$ cat config.mk
export PLATFORM = sky130hd
export DESIGN_NAME = dram_cmd_scheduler_flat
export DESIGN_NICKNAME = d
export VERILOG_FILES = /design/src/rtl/dram_sched_pkg.sv /design/src/rtl/dram_cmd_scheduler_if.sv /design/src/rtl/dram_cmd_scheduler_refresh_timer.sv /design/src/rtl/dram_cmd_scheduler.sv /design/src/flat_wrapper.sv
export SDC_FILE = /design/constraint.sdc
export NUM_CORES = 1
export LEC_CHECK = 0
export ABC_AREA = 1
export CAP_MARGIN = 10
export CORE_AREA = 5 5 238 124
export CTS_CLUSTER_SIZE = 24
export DETAILED_ROUTE_END_ITERATION = 8
export DIE_AREA = 0 0 243 129
export GPL_TIMING_DRIVEN = 0
export PLACE_DENSITY = 0.72
export SYNTH_ARGS = -nofsm -noshare
export SYNTH_HDL_FRONTEND = slang
export SYNTH_SLANG_ARGS = --single-unit
$ cat constraint.sdc
create_clock -name clk -period 4.85 [get_ports clk]
set_input_delay 0.485 -clock clk [delete_from_list [all_inputs] [get_ports clk]]
set_output_delay 0.485 -clock clk [all_outputs]
set_load 0.02 [all_outputs]
$ cat src/rtl/dram_sched_pkg.sv
// Shared types for the DRAM command scheduler: FSM states, command encoding,
// default timing values and the column-command selector.
package dram_sched_pkg;

    localparam int DEF_BGWIDTH  = 2;
    localparam int DEF_BAWIDTH  = 2;
    localparam int DEF_ROWWIDTH = 16;
    localparam int DEF_BL       = 8;
    localparam int DEF_TRCD     = 15;
    localparam int DEF_TRP      = 16;
    localparam int DEF_TRFC     = 34;
    localparam int DEF_TREFI    = 10400;

    typedef enum logic [2:0] {
        ST_IDLE,
        ST_REF_PRE,
        ST_WAIT_RP,
        ST_WAIT_RPA,
        ST_WAIT_RCD,
        ST_BURST,
        ST_WAIT_APRE,
        ST_WAIT_RFC
    } sched_state_t;

    typedef enum logic [3:0] {
        CMD_NOP,
        CMD_ACT,
        CMD_PR,
        CMD_PRA,
        CMD_RD,
        CMD_WR,
        CMD_RDA,
        CMD_WRA,
        CMD_REF
    } dram_cmd_t;

    function automatic int max4(input int a, input int b, input int c, input int d);
        int m;
        m = a;
        if (b > m) m = b;
        if (c > m) m = c;
        if (d > m) m = d;
        return m;
    endfunction

    function automatic dram_cmd_t col_cmd(input logic wr, input logic autopre);
        if (autopre) return wr ? CMD_WRA : CMD_RDA;
        return wr ? CMD_WR : CMD_RD;
    endfunction

endpackage

$ cat src/rtl/dram_cmd_scheduler_if.sv
// Host request port and DRAM command strobes of the scheduler.
// slave = scheduler side, master = host / bank-array side.
interface dram_cmd_scheduler_if #(
    parameter int BGWIDTH  = 2,
    parameter int BAWIDTH  = 2,
    parameter int ROWWIDTH = 16
);
    // A zero-width bank group (DDR3) is carried as one bit that the host ties to 0.
    localparam int BGW = (BGWIDTH > 0) ? BGWIDTH : 1;

    logic                req_valid;
    logic                req_ready;
    logic                req_wr;
    logic [BGW-1:0]      req_bg;
    logic [BAWIDTH-1:0]  req_ba;
    logic [ROWWIDTH-1:0] req_row;

    logic [BGW-1:0]      bg;
    logic [BAWIDTH-1:0]  ba;
    logic                ACT;
    logic                PR;
    logic                PRA;
    logic                RD;
    logic                WR;
    logic                RDA;
    logic                WRA;
    logic                REF;
    logic                done;
    logic                busy;

    modport master (
        output req_valid, req_wr, req_bg, req_ba, req_row,
        input  req_ready, bg, ba, ACT, PR, PRA, RD, WR, RDA, WRA, REF, done, busy
    );

    modport slave (
        input  req_valid, req_wr, req_bg, req_ba, req_row,
        output req_ready, bg, ba, ACT, PR, PRA, RD, WR, RDA, WRA, REF, done, busy
    );

endinterface

$ cat src/rtl/dram_cmd_scheduler_refresh_timer.sv
// Free-running refresh interval counter with a sticky pending flag.
// A second expiry while pending simply keeps the single flag set.
module refresh_timer #(
    parameter int TREFI = 10400
) (
    input  logic clk,
    input  logic reset,
    input  logic clr,
    output logic pending
);
    localparam int CW = (TREFI > 2) ? $clog2(TREFI) : 1;

    logic [CW-1:0] cnt_reg;
    logic          pending_reg;
    logic          expire;

    assign expire = (cnt_reg == CW'(TREFI - 1));

    always_ff @(posedge clk or posedge reset) begin
        if (reset) begin
            cnt_reg     <= '0;
            pending_reg <= 1'b0;
        end else begin
            cnt_reg     <= expire ? '0 : cnt_reg + CW'(1);
            pending_reg <= expire | (pending_reg & ~clr);
        end
    end

    assign pending = pending_reg;

endmodule

$ cat src/rtl/dram_cmd_scheduler.sv
// DRAM command scheduler: one request at a time, open-row tracking, PR/ACT
// insertion, tRP/tRCD/tRFC/burst spacing and periodic all-bank refresh.
// Define AUTOPRE_EN for the closed-page policy (RDA/WRA plus a tRP tail).
module dram_cmd_scheduler
    import dram_sched_pkg::*;
#(
    parameter int BGWIDTH  = DEF_BGWIDTH,
    parameter int BAWIDTH  = DEF_BAWIDTH,
    parameter int ROWWIDTH = DEF_ROWWIDTH,
    parameter int BL       = DEF_BL,
    parameter int TRCD     = DEF_TRCD,
    parameter int TRP      = DEF_TRP,
    parameter int TRFC     = DEF_TRFC,
    parameter int TREFI    = DEF_TREFI
) (
    input logic                 clk,
    input logic                 reset,
    dram_cmd_scheduler_if.slave sif
);
    localparam int BGW    = (BGWIDTH > 0) ? BGWIDTH : 1;
    localparam int IDXW   = BGW + BAWIDTH;
    localparam int NBANKS = 1 << IDXW;
    localparam int CNTW   = $clog2(max4(TRFC, TRP, TRCD, BL) + 1);

`ifdef AUTOPRE_EN
    localparam bit CLOSED_PAGE = 1'b1;
`else
    localparam bit CLOSED_PAGE = 1'b0;
`endif

    sched_state_t        state_reg;
    dram_cmd_t           cmd_reg;
    logic [CNTW-1:0]     cnt_reg;
    logic                wr_reg;
    logic [IDXW-1:0]     idx_reg;
    logic [ROWWIDTH-1:0] row_reg;
    logic [BGW-1:0]      bg_reg;
    logic [BAWIDTH-1:0]  ba_reg;
    logic                done_reg;
    logic                ready_en_reg;

    logic [NBANKS-1:0]   open_vld_reg;
    logic [NBANKS-1:0]   open_vld_next;
    logic [ROWWIDTH-1:0] open_row [NBANKS];

    logic                ref_pending;
    logic                ref_clr;
    logic [IDXW-1:0]     acc_idx;
    logic                req_ready_int;
    logic                accept;
    logic                acc_open;
    logic                acc_hit;
    logic                cnt_last;
    logic                pr_issue;
    logic                col_issue;
    logic                tbl_set;
    logic                tbl_clr;
    logic                tbl_clr_all;
    logic [IDXW-1:0]     tbl_idx;
    logic [ROWWIDTH-1:0] tbl_row;

    refresh_timer #(.TREFI(TREFI)) u_refresh_timer (
        .clk     (clk),
        .reset   (reset),
        .clr     (ref_clr),
        .pending (ref_pending)
    );

    // ready_en keeps req_ready low while reset is held.
    assign req_ready_int = (state_reg == ST_IDLE) & ~ref_pending & ready_en_reg;
    assign accept        = req_ready_int & sif.req_valid;
    assign acc_idx       = {sif.req_bg, sif.req_ba};
    assign acc_open      = open_vld_reg[acc_idx];
    assign acc_hit       = acc_open && (open_row[acc_idx] == sif.req_row);
    assign cnt_last      = (cnt_reg == CNTW'(1));
    assign ref_clr       = (state_reg == ST_WAIT_RFC) & cnt_last;

    assign pr_issue    = accept & acc_open & ~acc_hit;
    assign col_issue   = (accept & acc_hit) | ((state_reg == ST_WAIT_RCD) & cnt_last);
    assign tbl_set     = (accept & ~acc_open) | ((state_reg == ST_WAIT_RP) & cnt_last);
    assign tbl_clr     = pr_issue | (CLOSED_PAGE & col_issue);
    assign tbl_clr_all = (state_reg == ST_REF_PRE) & (|open_vld_reg);
    assign tbl_idx     = accept ? acc_idx : idx_reg;
    assign tbl_row     = accept ? sif.req_row : row_reg;

    genvar gi;
    generate
        for (gi = 0; gi < NBANKS; gi++) begin : g_bank
            assign open_vld_next[gi] =
                tbl_clr_all                              ? 1'b0 :
                (tbl_set && (tbl_idx == IDXW'(gi)))      ? 1'b1 :
                (tbl_clr && (tbl_idx == IDXW'(gi)))      ? 1'b0 :
                                                           open_vld_reg[gi];
        end
    endgenerate

    always_ff @(posedge clk or posedge reset) begin
        if (reset) open_vld_reg <= '0;
        else       open_vld_reg <= open_vld_next;
    end

    // Row store needs no reset: a row is only read when its valid bit is set.
    always_ff @(posedge clk) begin
        if (tbl_set) open_row[tbl_idx] <= tbl_row;
    end

    always_ff @(posedge clk or posedge reset) begin
        if (reset) begin
            state_reg    <= ST_IDLE;
            cmd_reg      <= CMD_NOP;
            cnt_reg      <= '0;
            wr_reg       <= 1'b0;
            idx_reg      <= '0;
            row_reg      <= '0;
            bg_reg       <= '0;
            ba_reg       <= '0;
            done_reg     <= 1'b0;
            ready_en_reg <= 1'b0;
        end else begin
            ready_en_reg <= 1'b1;
            cmd_reg      <= CMD_NOP;
            done_reg     <= 1'b0;
            case (state_reg)
                ST_IDLE: begin
                    if (ref_pending) begin
                        state_reg <= ST_REF_PRE;
                    end else if (accept) begin
                        wr_reg  <= sif.req_wr;
                        idx_reg <= acc_idx;
                        row_reg <= sif.req_row;
                        bg_reg  <= sif.req_bg;
                        ba_reg  <= sif.req_ba;
                        if (acc_hit) begin
                            cmd_reg   <= col_cmd(sif.req_wr, CLOSED_PAGE);
                            cnt_reg   <= CNTW'(BL);
                            state_reg <= ST_BURST;
                        end else if (acc_open) begin
                            cmd_reg   <= CMD_PR;
                            cnt_reg   <= CNTW'(TRP);
                            state_reg <= ST_WAIT_RP;
                        end else begin
                            cmd_reg   <= CMD_ACT;
                            cnt_reg   <= CNTW'(TRCD);
                            state_reg <= ST_WAIT_RCD;
                        end
                    end
                end
                ST_WAIT_RP: begin
                    if (cnt_last) begin
                        cmd_reg   <= CMD_ACT;
                        cnt_reg   <= CNTW'(TRCD);
                        state_reg <= ST_WAIT_RCD;
                    end else begin
                        cnt_reg <= cnt_reg - CNTW'(1);
                    end
                end
                ST_WAIT_RCD: begin
                    if (cnt_last) begin
                        cmd_reg   <= col_cmd(wr_reg, CLOSED_PAGE);
                        cnt_reg   <= CNTW'(BL);
                        state_reg <= ST_BURST;
                    end else begin
                        cnt_reg <= cnt_reg - CNTW'(1);
                    end
                end
                ST_BURST: begin
                    if (cnt_last) begin
`ifdef AUTOPRE_EN
                        cnt_reg   <= CNTW'(TRP);
                        state_reg <= ST_WAIT_APRE;
`else
                        done_reg  <= 1'b1;
                        state_reg <= ST_IDLE;
`endif
                    end else begin
                        cnt_reg <= cnt_reg - CNTW'(1);
                    end
                end
                ST_WAIT_APRE: begin
                    if (cnt_last) begin
                        done_reg  <= 1'b1;
                        state_reg <= ST_IDLE;
                    end else begin
                        cnt_reg <= cnt_reg - CNTW'(1);
                    end
                end
                ST_REF_PRE: begin
                    bg_reg <= '0;
                    ba_reg <= '0;
                    if (|open_vld_reg) begin
                        cmd_reg   <= CMD_PRA;
                        cnt_reg   <= CNTW'(TRP);
                        state_reg <= ST_WAIT_RPA;
                    end else begin
                        cmd_reg   <= CMD_REF;
                        cnt_reg   <= CNTW'(TRFC);
                        state_reg <= ST_WAIT_RFC;
                    end
                end
                ST_WAIT_RPA: begin
                    if (cnt_last) begin
                        cmd_reg   <= CMD_REF;
                        cnt_reg   <= CNTW'(TRFC);
                        state_reg <= ST_WAIT_RFC;
                    end else begin
                        cnt_reg <= cnt_reg - CNTW'(1);
                    end
                end
                ST_WAIT_RFC: begin
                    if (cnt_last) state_reg <= ST_IDLE;
                    else          cnt_reg   <= cnt_reg - CNTW'(1);
                end
                default: state_reg <= ST_IDLE;
            endcase
        end
    end

    assign sif.req_ready = req_ready_int;
    assign sif.bg        = bg_reg;
    assign sif.ba        = ba_reg;
    assign sif.ACT       = (cmd_reg == CMD_ACT);
    assign sif.PR        = (cmd_reg == CMD_PR);
    assign sif.PRA       = (cmd_reg == CMD_PRA);
    assign sif.RD        = (cmd_reg == CMD_RD);
    assign sif.WR        = (cmd_reg == CMD_WR);
    assign sif.REF       = (cmd_reg == CMD_REF);
`ifdef AUTOPRE_EN
    assign sif.RDA       = (cmd_reg == CMD_RDA);
    assign sif.WRA       = (cmd_reg == CMD_WRA);
`else
    assign sif.RDA       = 1'b0;
    assign sif.WRA       = 1'b0;
`endif
    assign sif.done      = done_reg;
    assign sif.busy      = (state_reg != ST_IDLE);

endmodule

$ cat src/flat_wrapper.sv
// flat-port wrapper written by rule: the top's interface ports become plain ports
module dram_cmd_scheduler_flat import dram_sched_pkg::*;
#(
    parameter int BGWIDTH  = DEF_BGWIDTH,
    parameter int BAWIDTH  = DEF_BAWIDTH,
    parameter int ROWWIDTH = DEF_ROWWIDTH,
    parameter int BL       = DEF_BL,
    parameter int TRCD     = DEF_TRCD,
    parameter int TRP      = DEF_TRP,
    parameter int TRFC     = DEF_TRFC,
    parameter int TREFI    = DEF_TREFI
)
  (clk, reset, sif_req_valid, sif_req_wr, sif_req_bg, sif_req_ba, sif_req_row, sif_req_ready, sif_bg, sif_ba, sif_ACT, sif_PR, sif_PRA, sif_RD, sif_WR, sif_RDA, sif_WRA, sif_REF, sif_done, sif_busy);
  dram_cmd_scheduler_if #(.BGWIDTH(BGWIDTH), .BAWIDTH(BAWIDTH), .ROWWIDTH(ROWWIDTH)) sif_i ();
  input logic clk;
  input logic reset;
  input wire logic [$bits(sif_i.req_valid)-1:0] sif_req_valid;
  input wire logic [$bits(sif_i.req_wr)-1:0] sif_req_wr;
  input wire logic [$bits(sif_i.req_bg)-1:0] sif_req_bg;
  input wire logic [$bits(sif_i.req_ba)-1:0] sif_req_ba;
  input wire logic [$bits(sif_i.req_row)-1:0] sif_req_row;
  output wire logic [$bits(sif_i.req_ready)-1:0] sif_req_ready;
  output wire logic [$bits(sif_i.bg)-1:0] sif_bg;
  output wire logic [$bits(sif_i.ba)-1:0] sif_ba;
  output wire logic [$bits(sif_i.ACT)-1:0] sif_ACT;
  output wire logic [$bits(sif_i.PR)-1:0] sif_PR;
  output wire logic [$bits(sif_i.PRA)-1:0] sif_PRA;
  output wire logic [$bits(sif_i.RD)-1:0] sif_RD;
  output wire logic [$bits(sif_i.WR)-1:0] sif_WR;
  output wire logic [$bits(sif_i.RDA)-1:0] sif_RDA;
  output wire logic [$bits(sif_i.WRA)-1:0] sif_WRA;
  output wire logic [$bits(sif_i.REF)-1:0] sif_REF;
  output wire logic [$bits(sif_i.done)-1:0] sif_done;
  output wire logic [$bits(sif_i.busy)-1:0] sif_busy;
  assign sif_i.req_valid = sif_req_valid;
  assign sif_i.req_wr = sif_req_wr;
  assign sif_i.req_bg = sif_req_bg;
  assign sif_i.req_ba = sif_req_ba;
  assign sif_i.req_row = sif_req_row;
  assign sif_req_ready = sif_i.req_ready;
  assign sif_bg = sif_i.bg;
  assign sif_ba = sif_i.ba;
  assign sif_ACT = sif_i.ACT;
  assign sif_PR = sif_i.PR;
  assign sif_PRA = sif_i.PRA;
  assign sif_RD = sif_i.RD;
  assign sif_WR = sif_i.WR;
  assign sif_RDA = sif_i.RDA;
  assign sif_WRA = sif_i.WRA;
  assign sif_REF = sif_i.REF;
  assign sif_done = sif_i.done;
  assign sif_busy = sif_i.busy;
  dram_cmd_scheduler #(.BGWIDTH(BGWIDTH), .BAWIDTH(BAWIDTH), .ROWWIDTH(ROWWIDTH), .BL(BL), .TRCD(TRCD), .TRP(TRP), .TRFC(TRFC), .TREFI(TREFI)) u_core (.clk(clk), .reset(reset), .sif(sif_i));
endmodule
After elaboration in Yosys (flattened, before gate mapping) --
Memory sizes are Yosys's and may differ from the RTL's. Index checks and enable logic that the tools add are counted.
Word-level totals: register bits 71, bits in writable memories 256, word-level logic and storage cells 242, memories kept 1, output and inout port bits 15, bits of input ports 24
Memory list:
- u_core.open_row | depth 16, width 16, rd ports 1, clocked after Yosys merged registers in 0, wr ports 1, line dram_cmd_scheduler.sv:44 | logic [ROWWIDTH-1:0] open_row [NBANKS];
Cells by class: add/subtract/negate cells 2, multiplexer cells 94, order comparisons 1, bitwise operators 16, reductions and logical operators 61, equality and inequality tests 39
Operator list (number):
- two-way mux 1 bit | 56
- nonzero test 3 bit | 17
- two-way mux 6 bit | 8
- equality test 4 bit, second input constant | 9
- one-hot mux 6 bit (6 select lines) | 1
- logical AND 1 bit | 33
- two-way mux 4 bit | 7
- two-way mux 3 bit | 9
- equality test 4 x 3 -> 1 bit, second input constant | 6
- one-hot mux 4 bit (5 select lines) | 1
- one-hot mux 3 bit (6 select lines) | 1
- equality test 16 bit | 1
- equality test 4 x 2 -> 1 bit, second input constant | 4
- two-way mux 16 bit | 1
- OR reduction 16 bit | 1
- adder 14 x 1 -> 14 bit, second input constant | 1
- equality test 14 bit, second input constant | 1
- two-way mux 14 bit | 1
- equality test 3 bit, second input constant | 4
- bitwise AND 1 bit | 10
- two-way mux 2 bit | 5
- inequality test 2 x 1 -> 1 bit, second input constant | 5
- AND reduction 3 bit | 3
- equality test 4 x 1 -> 1 bit, second input constant | 2
- other kinds (19) | 26

Longest topological paths before layout --
depth in word-level cells 10, mapped depth 21, gate-level depth less buffers 18

Modules after synthesis --
A second synthesis with hierarchy kept.
Unflattened totals: cell total of the unflattened synthesis 1572, area total of the unflattened synthesis 15013.1 um2
Modules (own cells, without submodules):
- dram_cmd_scheduler | cells each 1466, area each 14183.6 um2, instances 1
- refresh_timer | cells each 106, area each 829.5 um2, instances 1

Worst setup path after synthesis --
No wires, ideal clock.
path kind reg2reg, start reg u_core.state_reg[1], end mem u_core.open_row[0][10], data pin, library setup time 330 ps, path buffers 3, data required time 4520 ps, stages on the path, launching flop included 11, slack 2077 ps, arrival 2443 ps, clock period less this slack 2773 ps, path through dfrtp_1 -> nor2_2 -> inv_2 -> nor2_4 -> nand2_1 -> nor2_2 -> nand2_2 -> buf_4 -> clkbuf_1 -> clkbuf_1 -> o21ai_0
Between the ends: cells in the longest elaborated chain, start to end 5
RTL lines:
- start, declared | line dram_cmd_scheduler.sv:31 | sched_state_t state_reg;
- start signal, assigned | line dram_cmd_scheduler.sv:109 | state_reg <= ST_IDLE;
- start signal, assigned | line dram_cmd_scheduler.sv:126 | state_reg <= ST_REF_PRE;
- start signal, assigned | line dram_cmd_scheduler.sv:136 | state_reg <= ST_BURST;
- logical NOT 3 bit | line dram_cmd_scheduler.sv:70 | assign req_ready_int = (state_reg == ST_IDLE) & ~ref_pending & ready_en_reg;
- bitwise AND 1 bit (2 in a row) | line dram_cmd_scheduler.sv:70
- via sif_req_ready | line flat_wrapper.sv:22 | output wire logic [$bits(sif_i.req_ready)-1:0] sif_req_ready;
- bitwise AND 1 bit | line dram_cmd_scheduler.sv:71 | assign accept = req_ready_int & sif.req_valid;
- two-way mux 16 bit | line dram_cmd_scheduler.sv:84 | assign tbl_row = accept ? sif.req_row : row_reg;
- via u_core.tbl_row[10] | line dram_cmd_scheduler.sv:60 | logic [ROWWIDTH-1:0] tbl_row;
- end, declared | line dram_cmd_scheduler.sv:44
The timed path passes the listed nets, and every way through them passes these cells.

Worst setup path in the final report --
start in sif_req_bg[1], end mem u_core.open_row[12][5], enable pin
Between the ends: cells in the longest elaborated chain, start to end 7, elaborated cells between the ends (all ways) 8
RTL lines:
- start, declared | line flat_wrapper.sv:19 | input wire logic [$bits(sif_i.req_bg)-1:0] sif_req_bg;
- binary-select mux 1 bit (select 4 bit) | line dram_cmd_scheduler.sv:73 | assign acc_open = open_vld_reg[acc_idx];
- two-way mux 1 bit (not written as such) | line dram_cmd_scheduler.sv:73
- NOT 1 bit | line dram_cmd_scheduler.sv:80 | assign tbl_set = (accept & ~acc_open) | ((state_reg == ST_WAIT_RP) & cnt_last);
- bitwise AND 1 bit | line dram_cmd_scheduler.sv:80
- OR 1 bit | line dram_cmd_scheduler.sv:80
- two-way mux 1 bit | line dram_cmd_scheduler.sv:104 | if (tbl_set) open_row[tbl_idx] <= tbl_row;
- two-way mux 1 bit (not written as such) | line dram_cmd_scheduler.sv:104
Several ways; a longest one is shown, not always the timed one. The select of a mux whose other input is x is not followed.

==> flow_summary.ini <==
[outcome]
status = finished, final reports clean

[detailed_routing]
met3WireLength_um = 7990
ant_nets = 0
firstDrtPassIters = 6
wirelength_met1_um = 19000
drt_wl_total_um = 45200
top_layer_used = met4
drt_iter0_markers = 1802
vias = 11500
dr_wl_met2_um = 17400
drc = 0
routed_via_density = 5.79
post_drt_wl_per_cell_um = 22.7

[floorplanning]
std_cell_rows = 43
dieArea_um2 = 31300
coreArea_um2 = 27200
die_h_um = 129
floorplan.initialDensity = 0.542
fp.dieW_um = 243
io_pins = 39

[synth]
synth_seq_area_share = 0.641
synth_area_per_cell_um2 = 9.66
yosys_register_bits = 327
ys_warn_count = 0
ys_top_cells_by_area = edfxtp_1 52%, nand2_1 13%, dfrtp_1 12%, nand3_1 6.4%, inv_1 4.9%
synthesis.area_um2 = 14800
synth_top_cell_by_area = edfxtp_1
synth_cell_types = 33
synth_top_area_frac = 0.521
syn_inst = 1528

[global_route]
globalRouteOverflowTotal = 0
grt_pass1_wl_um = 65500
grt_pass1_vias = 10300
antenna_found_initial = 0
grt_usage = 0.284
grt_start_max_net_pins = 64

[worst_setup_path]
crit_cells = 11
critical_path_class = in2reg
r2r_start = u_core.state_reg[1]
timing.rr.end = u_core.open_row[12][5]
arrival_ns = 4.08
critPathBufInv = 6
regToRegSetupSlack_ns = 1.18
path_cells = buf_2, clkinv_1, clkbuf_1, nand3_1, nand2_1, inv_1, nand2_2, nand2_2, buf_2, nand2_1, inv_1
crit_family = buffers and inverters
reg2reg_depth = 13
critPathCaptureType = flip-flop
critPathLaunch = sif_req_bg[1]
critPathLaunchType = input port
critPathSlowestCell = inv_1
path_max_fanout = 16
required_ns = 5.01
cpPeakStageDelay_ns = 0.94

[sta]
period_share = 0.807
worst_slew_pin_slew_ns = 1.30
period_minus_slack_ns = 3.91
grt_setup_unrepaired = no
drv_slew = 0
slew_headroom = 0.129
hold_violations = 0
finalSetupViolCount = 0
max_freq_mhz = 256
setup_tns_ns = 0
fin_skew_ns = 0.0198
whs_ns = 0.168

[placed_design]
dpl_cell_area_um2 = 15600
place.gp.congestion = 0.954
hpwl_um = 29800
place.port_buffers = 32

[job]
drv_cap = 0

[clocking]
clockBufferDepth = 3
htreeDepth = 1
post_cts_buffers = 0
cts_resized = 0
root_buffer = clkbuf_16
ctsHoldBuffers = 0
cts_tree = yes
clock_latency_ns = 0.57
clkSlewWorstSetupHoldPaths_ns = 0.07
cts_sinks = 327
cts_buffers = 29

[finish]
n_antenna_cell = 0
fillCellCount = 2247
design_area_um2 = 16500
layout_common_cells = 514 x nand2_1, 256 x edfxtp_1, 190 x inv_1
layout.nets = 1633
largest_reg_flops = 256
final_layout_size_suffix_gt1_frac = 0.0749
area_growth_pct = 12.1
final_common_cell = nand2_1

[power]
powerDensity_nw_per_um2 = 470
ir_drop_uv = 293
p_leak_uw = 0.00723

[min_path]
hold_class = in2async
[cell families after synthesis]
group           after synthesis  synth area share
simple gates                787             0.221
flops                       327             0.641
other cells                   2          0.000509
compound gates              133            0.0507
xor+xnor                      7           0.00415
buf+inv                     269            0.0798
fa+ha+maj                     3           0.00254
[routing by layer]
layer	vias to the layer above	GRT usage
met3	80	0.131
li1	5163	-
met1	5421	0.432
met2	844	0.378
met5	-	0
met4	0	0.0450
[through the flow]
| stage | util | power (uW) | cells | worst slack (ns) |
|---|---|---|---|---|
| global route | 0.608 | 8070 | 1988 | 0.970 |
| finish | 0.608 | 7770 | 1988 | 0.937 |
| detailed placement | 0.575 | 5480 | 1935 | 0.626 |
| floorplan | - | 4800 | 1529 | 2.08 |
| global placement | 0.571 | 5370 | 1921 | 0.665 |
| CTS | 0.608 | 7700 | 1988 | 1.19 |
[cell type report]
cell class              count  area, um2  share of cell area
plain buffers              69        424              0.0256
clock buffers              43        827              0.0500
clock inverters            10       77.6             0.00469
inverters                 200        756              0.0457
multi-input cells         933       4120               0.249
flip-flops and latches    327       9460               0.572
well taps                 360        450              0.0272
repair buffers             46        430              0.0260
[report_power, final]
group,switching (uW),total [uW],internal (uW)
clock network,1030,2260,1230
registers,124,3730,3600
logic,1290,1790,494
[Yosys cell counts (all sizes together)]
cell type  number
clkbuf         14
a21oi          41
o21a            5
ha              3
xnor2           1
nand2         517
a311oi          1
xor2            6
nor3            9
o21ai          60
inv           197
nand4           4
and3            1
clkinv          3
dfrtp          71
nand3         188
nor2           61
o221ai          1
nor4            6
edfxtp        256
nor3b           1
buf            55
conb            2
o211ai         25
[worst max-delay path by stage]
stage | slack, ns | endpoint
after floorplan | 2.08 | u_core.open_row[0][10]
after global placement | 0.66 | u_core.open_row[6][13]
after detailed placement | 0.63 | u_core.open_row[6][4]
after CTS | 1.19 | u_core.open_row[6][9]
after global routing | 0.97 | u_core.open_row[12][5]
final | 0.94 | u_core.open_row[12][5]
No activity file was read; power rests on OpenSTA's default activity.
